===== config.mk =====
export PLATFORM = sky130hd
export DESIGN_NAME = hazard_scoreboard
export DESIGN_NICKNAME = d
export VERILOG_FILES = /design/src/rtl/hazard_scoreboard.sv
export SDC_FILE = /design/constraint.sdc
export NUM_CORES = 1
export LEC_CHECK = 0
export ABC_AREA = 1
export CORE_MARGIN = 4
export CORE_UTILIZATION = 61
export CTS_CLUSTER_SIZE = 8
export DETAILED_ROUTE_END_ITERATION = 16
export PLACE_DENSITY_LB_ADDON = 0.3
export SETUP_SLACK_MARGIN = 0.1
export SYNTH_ARGS = -nofsm -noshare
export SYNTH_HDL_FRONTEND = slang
export SYNTH_SLANG_ARGS = --single-unit
export TNS_END_PERCENT = 100

===== constraint.sdc =====
create_clock -name i_clk -period 2.28 [get_ports i_clk]
set_input_delay 0.228 -clock i_clk [delete_from_list [all_inputs] [get_ports i_clk]]
set_output_delay 0.228 -clock i_clk [all_outputs]
set_load 0.03 [all_outputs]

===== src/rtl/hazard_scoreboard.sv =====
// Countdown scoreboard of in-flight register writes driving the ID stall.
// Optional macro HAZARD_PERF_CNT_EN adds a saturating stall-cycle counter (o_stall_cycles).

module hazard_cnt_cell #(
  parameter int LAT_W = 3
) (
  input  logic             i_clk,
  input  logic             i_rst_n,
  input  logic             i_hold,
  input  logic             i_load,
  input  logic [LAT_W-1:0] i_lat,
  output logic [LAT_W-1:0] o_cnt
);
  logic [LAT_W-1:0] cnt_d, cnt_q;

  // A new writer overrides the countdown so the youngest producer wins.
  always_comb begin
    cnt_d = cnt_q;
    if (!i_hold) begin
      if (i_load)             cnt_d = i_lat;
      else if (cnt_q != '0)   cnt_d = cnt_q - 1'b1;
    end
  end

  always_ff @(posedge i_clk or negedge i_rst_n) begin
    if (!i_rst_n) cnt_q <= '0;
    else          cnt_q <= cnt_d;
  end

  assign o_cnt = cnt_q;
endmodule

module hazard_scoreboard #(
  parameter int NUM_REGS = 32,
  parameter int REG_W    = $clog2(NUM_REGS),
  parameter int MAX_LAT  = 4,
  parameter int LAT_W    = $clog2(MAX_LAT + 1),
  parameter int EX_SLACK = 1
) (
  input  logic                i_clk,
  input  logic                i_rst_n,
  input  logic                i_id_valid,
  input  logic                i_id_kill,
  input  logic                i_freeze,
  input  logic [REG_W-1:0]    i_rs,
  input  logic [REG_W-1:0]    i_rt,
  input  logic                i_rs_used,
  input  logic                i_rt_used,
  input  logic [1:0]          i_jump_type,
  input  logic [REG_W-1:0]    i_rd,
  input  logic                i_wr_en,
  input  logic [LAT_W-1:0]    i_lat,
  output logic                o_stall,
  output logic [NUM_REGS-1:0] o_busy
`ifdef HAZARD_PERF_CNT_EN
  ,
  output logic [31:0]         o_stall_cycles
`endif
);
  localparam logic [LAT_W-1:0] MAX_LAT_C = LAT_W'(MAX_LAT);
  localparam logic [LAT_W-1:0] SLACK_C   = LAT_W'(EX_SLACK);

  logic [NUM_REGS-1:0][LAT_W-1:0] cnt;
  logic [NUM_REGS-1:0]            ld_hit;
  logic [LAT_W-1:0]               rs_cnt, rt_cnt, lat_clamp;
  logic                           rs_br, rt_chk, rt_br;
  logic                           rs_haz, rt_haz, issue;

  always_comb begin
    rs_br  = 1'b0;
    rt_br  = 1'b0;
    rt_chk = 1'b1;
    case (i_jump_type)
      2'b01:   begin rs_br = 1'b1; rt_br = 1'b1; end
      2'b10:   begin rs_br = 1'b1; rt_chk = 1'b0; end
      default: ;
    endcase
    rs_cnt = cnt[i_rs];
    rt_cnt = cnt[i_rt];
    // Branch operands are read in ID, so any pending write hazards; others can use EX forwarding.
    rs_haz = i_rs_used && (i_rs != '0) &&
             (rs_br ? (rs_cnt != '0) : (rs_cnt > SLACK_C));
    rt_haz = rt_chk && i_rt_used && (i_rt != '0) &&
             (rt_br ? (rt_cnt != '0) : (rt_cnt > SLACK_C));
    o_stall   = i_id_valid && !i_id_kill && (rs_haz || rt_haz);
    issue     = i_id_valid && !i_id_kill && !o_stall && !i_freeze;
    lat_clamp = (i_lat > MAX_LAT_C) ? MAX_LAT_C : i_lat;
  end

  assign cnt[0]    = '0;
  assign ld_hit[0] = 1'b0;
  assign o_busy[0] = 1'b0;

  for (genvar r = 1; r < NUM_REGS; r++) begin : g_reg
    assign ld_hit[r] = issue && i_wr_en && (i_rd == REG_W'(r));
    hazard_cnt_cell #(.LAT_W(LAT_W)) u_cell (
      .i_clk  (i_clk),
      .i_rst_n(i_rst_n),
      .i_hold (i_freeze),
      .i_load (ld_hit[r]),
      .i_lat  (lat_clamp),
      .o_cnt  (cnt[r])
    );
    assign o_busy[r] = (cnt[r] != '0);
  end

`ifdef HAZARD_PERF_CNT_EN
  logic [31:0] stall_cycles_d, stall_cycles_q;

  always_comb begin
    stall_cycles_d = stall_cycles_q;
    if (o_stall && !i_freeze && (stall_cycles_q != 32'hFFFF_FFFF))
      stall_cycles_d = stall_cycles_q + 32'd1;
  end

  always_ff @(posedge i_clk or negedge i_rst_n) begin
    if (!i_rst_n) stall_cycles_q <= '0;
    else          stall_cycles_q <= stall_cycles_d;
  end

  assign o_stall_cycles = stall_cycles_q;
`endif
endmodule


==> results.py <==
metrics = {
    "final_layout": {
        "area_delta_synth_final_pct": 28.19,
        "drive_gt1_share_pct": 20.11,
        "nNetsFinal": 1783,
        "antennaDiodeCount": 0,
        "final_cell_mix": "757 x nand2_1, 182 x inv_1, 99 x buf_4",
        "largest_register_ffs": 93,
        "final_common_cell": "nand2_1",
    },
    "detailed_routing": {
        "avgViaCountPerCell": 5.514,
        "drtIter0Drc": 948,
        "routed_wirelength_um": 31000,
        "firstDrtPassIters": 5,
        "route.detailed.drc": 0,
        "postRouteAntennaNets": 0,
        "vias": 10390,
        "wl_per_cell_um": 16.45,
    },
    "placed_design": {
        "portBuffers": 59,
        "dp_slack_ns": -0.5394,
        "dpl.hpwl_um": 21480,
        "globalplace.congestion": 1.008,
    },
    "grt": {
        "overflow": 0,
        "grt_start_max_net_pins": 57,
        "grt_pass1_wl_um": 48710,
        "first_global_vias": 9785,
        "antenna_found_initial": 0,
        "grt.total_usage_pct": 34.20,
    },
    "worst_setup_path": {
        "crit_path_end_kind": "flip-flop",
        "r2r_cells": 20,
        "critPathRequiredTime_ns": 2.58,
        "r2r_slack_ns": -0.04,
        "r2r_start": "g_reg[20].u_cell.o_cnt[2]$_DFFE_PN0P_",
        "cp_max_fo": 6,
        "rr_endpoint": "g_reg[13].u_cell.o_cnt[1]$_DFFE_PN0P_",
        "crit_type": "flip-flop to flip-flop",
        "start_kind": "flip-flop",
        "cp_data_arrival_time_ns": 2.62,
    },
    "synth": {
        "synthSimpleGateAreaFrac_pct": 48.37,
        "synth_enable_flop_cells": 0,
        "synth_fa_ha_area_share_pct": 8.467,
        "synth-main-ff-cell": "dfrtp_1",
        "synthXorXnorAreaFrac_pct": 2.871,
        "synth_compound_area_share_pct": 4.154,
        "ys_async_sr_fraction_pct": 100.0,
        "seq_area_frac_synth_pct": 24.61,
        "ys_ff_latch": 93,
        "synth_area_um2": 9458,
        "synthDistinctLibCells": 30,
        "synth_top_family_by_area": "simple AND/OR/NAND/NOR gates",
        "syn-num-nets": 1631,
        "synthMuxAreaShare_pct": 0,
        "yosysWarnings": 0,
        "synth_cells": 1539,
        "syn_avg_cell_area_um2": 6.145,
    },
    "clocking": {
        "clk_latency_ns": 0.36,
        "tritoncts": "built",
        "numCtsBuffers": 9,
        "cts-root-buf": "clkbuf_16",
        "path_clk_slew_ns": 0.07,
        "cts_sinks": 93,
        "clockBufferDepth": 2,
        "htreeDepth": 3,
    },
    "sta": {
        "period_needed_ns": 2.320,
        "setup_violations": 15,
        "fin_ws_ns": -0.03978,
        "worst_slew_pin_slew_ns": 0.9983,
        "fin_worst_skew_ns": 0.01048,
        "relSlewSlack_pct": 33.44,
        "rsz0062_at_grt": "true",
        "finalHoldViolCount": 0,
        "slew_violations": 0,
        "fin_setup_tns_ns": -0.1761,
        "max_freq_mhz": 431.1,
        "finalCritPeriodShare_pct": 101.7,
    },
    "floorplanning": {
        "rows": 45,
        "fp.dieH_um": 132.5,
        "io_pins": 61,
        "core_um2": 15200,
        "initial_core_util_pct": 62.21,
        "die_w_um": 132.5,
        "die_area_um2": 17560,
    },
    "run_status": {
        "violations": "setup timing",
        "status": "complete, but fails checks",
    },
    "pwr": {
        "leakage_uw": 0.006567,
        "ir_worst_vdd_mv": 0.8326,
        "power.density_nw_per_um2": 1178,
    },
    "job": {
        "drv_cap": 0,
    },
    "worst_hold_path": {
        "hp-class": "input port to asynchronous set/reset pin",
    },
}
layer usage:
metal | vias up | track usage (%) | wire length, µm
met5 | - | 0 | 0
met4 | 0 | 14.78 | 1272
met3 | 109 | 6.046 | 2748
met2 | 532 | 57.74 | 14680
met1 | 4790 | 43.08 | 12300
li1 | 4958 | - | -
worst max path at each step:
stage | startpoint | to | slack [ns] | depth (start not counted)
final | g_reg[20].u_cell.o_cnt[2]$_DFFE_PN0P_ | g_reg[13].u_cell.o_cnt[1]$_DFFE_PN0P_ | -0.04 | 20
after floorplan | i_rt[1] | o_stall | 0.10 | 14
after CTS | i_rt[0] | g_reg[20].u_cell.o_cnt[2]$_DFFE_PN0P_ | 0.02 | 22
after global placement | i_rt[0] | g_reg[18].u_cell.o_cnt[0]$_DFFE_PN0P_ | -0.50 | 20
after global routing | g_reg[20].u_cell.o_cnt[2]$_DFFE_PN0P_ | g_reg[13].u_cell.o_cnt[1]$_DFFE_PN0P_ | -0.18 | 20
after detailed placement | i_rt[1] | g_reg[10].u_cell.o_cnt[1]$_DFFE_PN0P_ | -0.54 | 19
synthesized netlist by cell type, types with 17 or more instances:
| master | instances | area share, % |
|---|---|---|
| inv_1 | 211 | 8.4 |
| o21ai_0 | 17 | 0.90 |
| ha_1 | 64 | 8.5 |
| nand4_4 | 27 | 6.1 |
| a21oi_1 | 19 | 1.0 |
| dfrtp_1 | 93 | 25 |
| nand2_1 | 796 | 32 |
| xor2_1 | 31 | 2.9 |
| a21oi_2 | 21 | 1.9 |
| nor2_1 | 85 | 3.4 |
| nor2_2 | 23 | 1.5 |
| nand3_1 | 71 | 3.8 |
per-stage QoR:
step                      instance area [µm²]  util [%]  power, µW  cells  hold slack [ns]
after floorplan                          9458         -       9057   1539         -0.06759
after global placement                  10790     70.96      11290   1825           0.2398
after detailed placement                10790     70.96      11580   1825           0.2455
after CTS                               11760     77.38      13620   1863           0.4026
after global routing                    12120     79.75      15590   1884           0.4342
final                                   12120     79.75      14280   1884           0.3837
critical path, cell delays in order, from the launching register on:
cell and delay, ns:
dfrtp_1 0.41, inv_1 0.10, nand2_1 0.10, nand2_1 0.08, nand3_1 0.08, nor2_1 0.10, nand2_1 0.06, nand2_1 0.08
nand2_1 0.07, nand2_1 0.08, nand2_2 0.06, nand3_4 0.09, buf_6 0.15, nand3_4 0.08, buf_12 0.16, buf_12 0.15
nor2_4 0.11, nand2_1 0.07, nand2_1 0.09, nand2_1 0.07, nand2_1 0.07
cell type report:
type	count	area [µm²]
Sequential cell	93	2328
Timing Repair Buffer	188	1878
Fill cell	1076	3078
Multi-Input combinational cell	1185	6564
Clock inverter	5	56.30
Tap cell	188	235.2
Inverter	214	809.5
Clock buffer	11	252.7
logic make-up (layout without fill, tap and decap cells):
group,Yosys count,count (layout)
compound gates,61,61
xor+xnor,31,31
fa+ha+maj,64,64
buf+inv,261,418
flops,93,93
other cells,1,1
simple gates,1028,1028
repair_timing:
| action | CTS | global route |
|---|---|---|
| setup endpoints to repair | 102 | 99 |
| pin swaps | 19 | 32 |
| cloned | 3 | 1 |
| setup buffers | 18 | 20 |
| endpoints found under the hold margin | 36 | 0 |
| hold buffers | 1 | 0 |
| resized for setup | 130 | 77 |
report_power, final:
part | internal (µW) | switching, µW | leakage [µW]
Sequential | 2460 | 761 | 0.00115
Clock | 912 | 717 | 0.000152
Combinational | 3700 | 5730 | 0.00527
Total | 7070 | 7210 | 0.00657
Note: power is estimated with default switching activity, not from simulation.
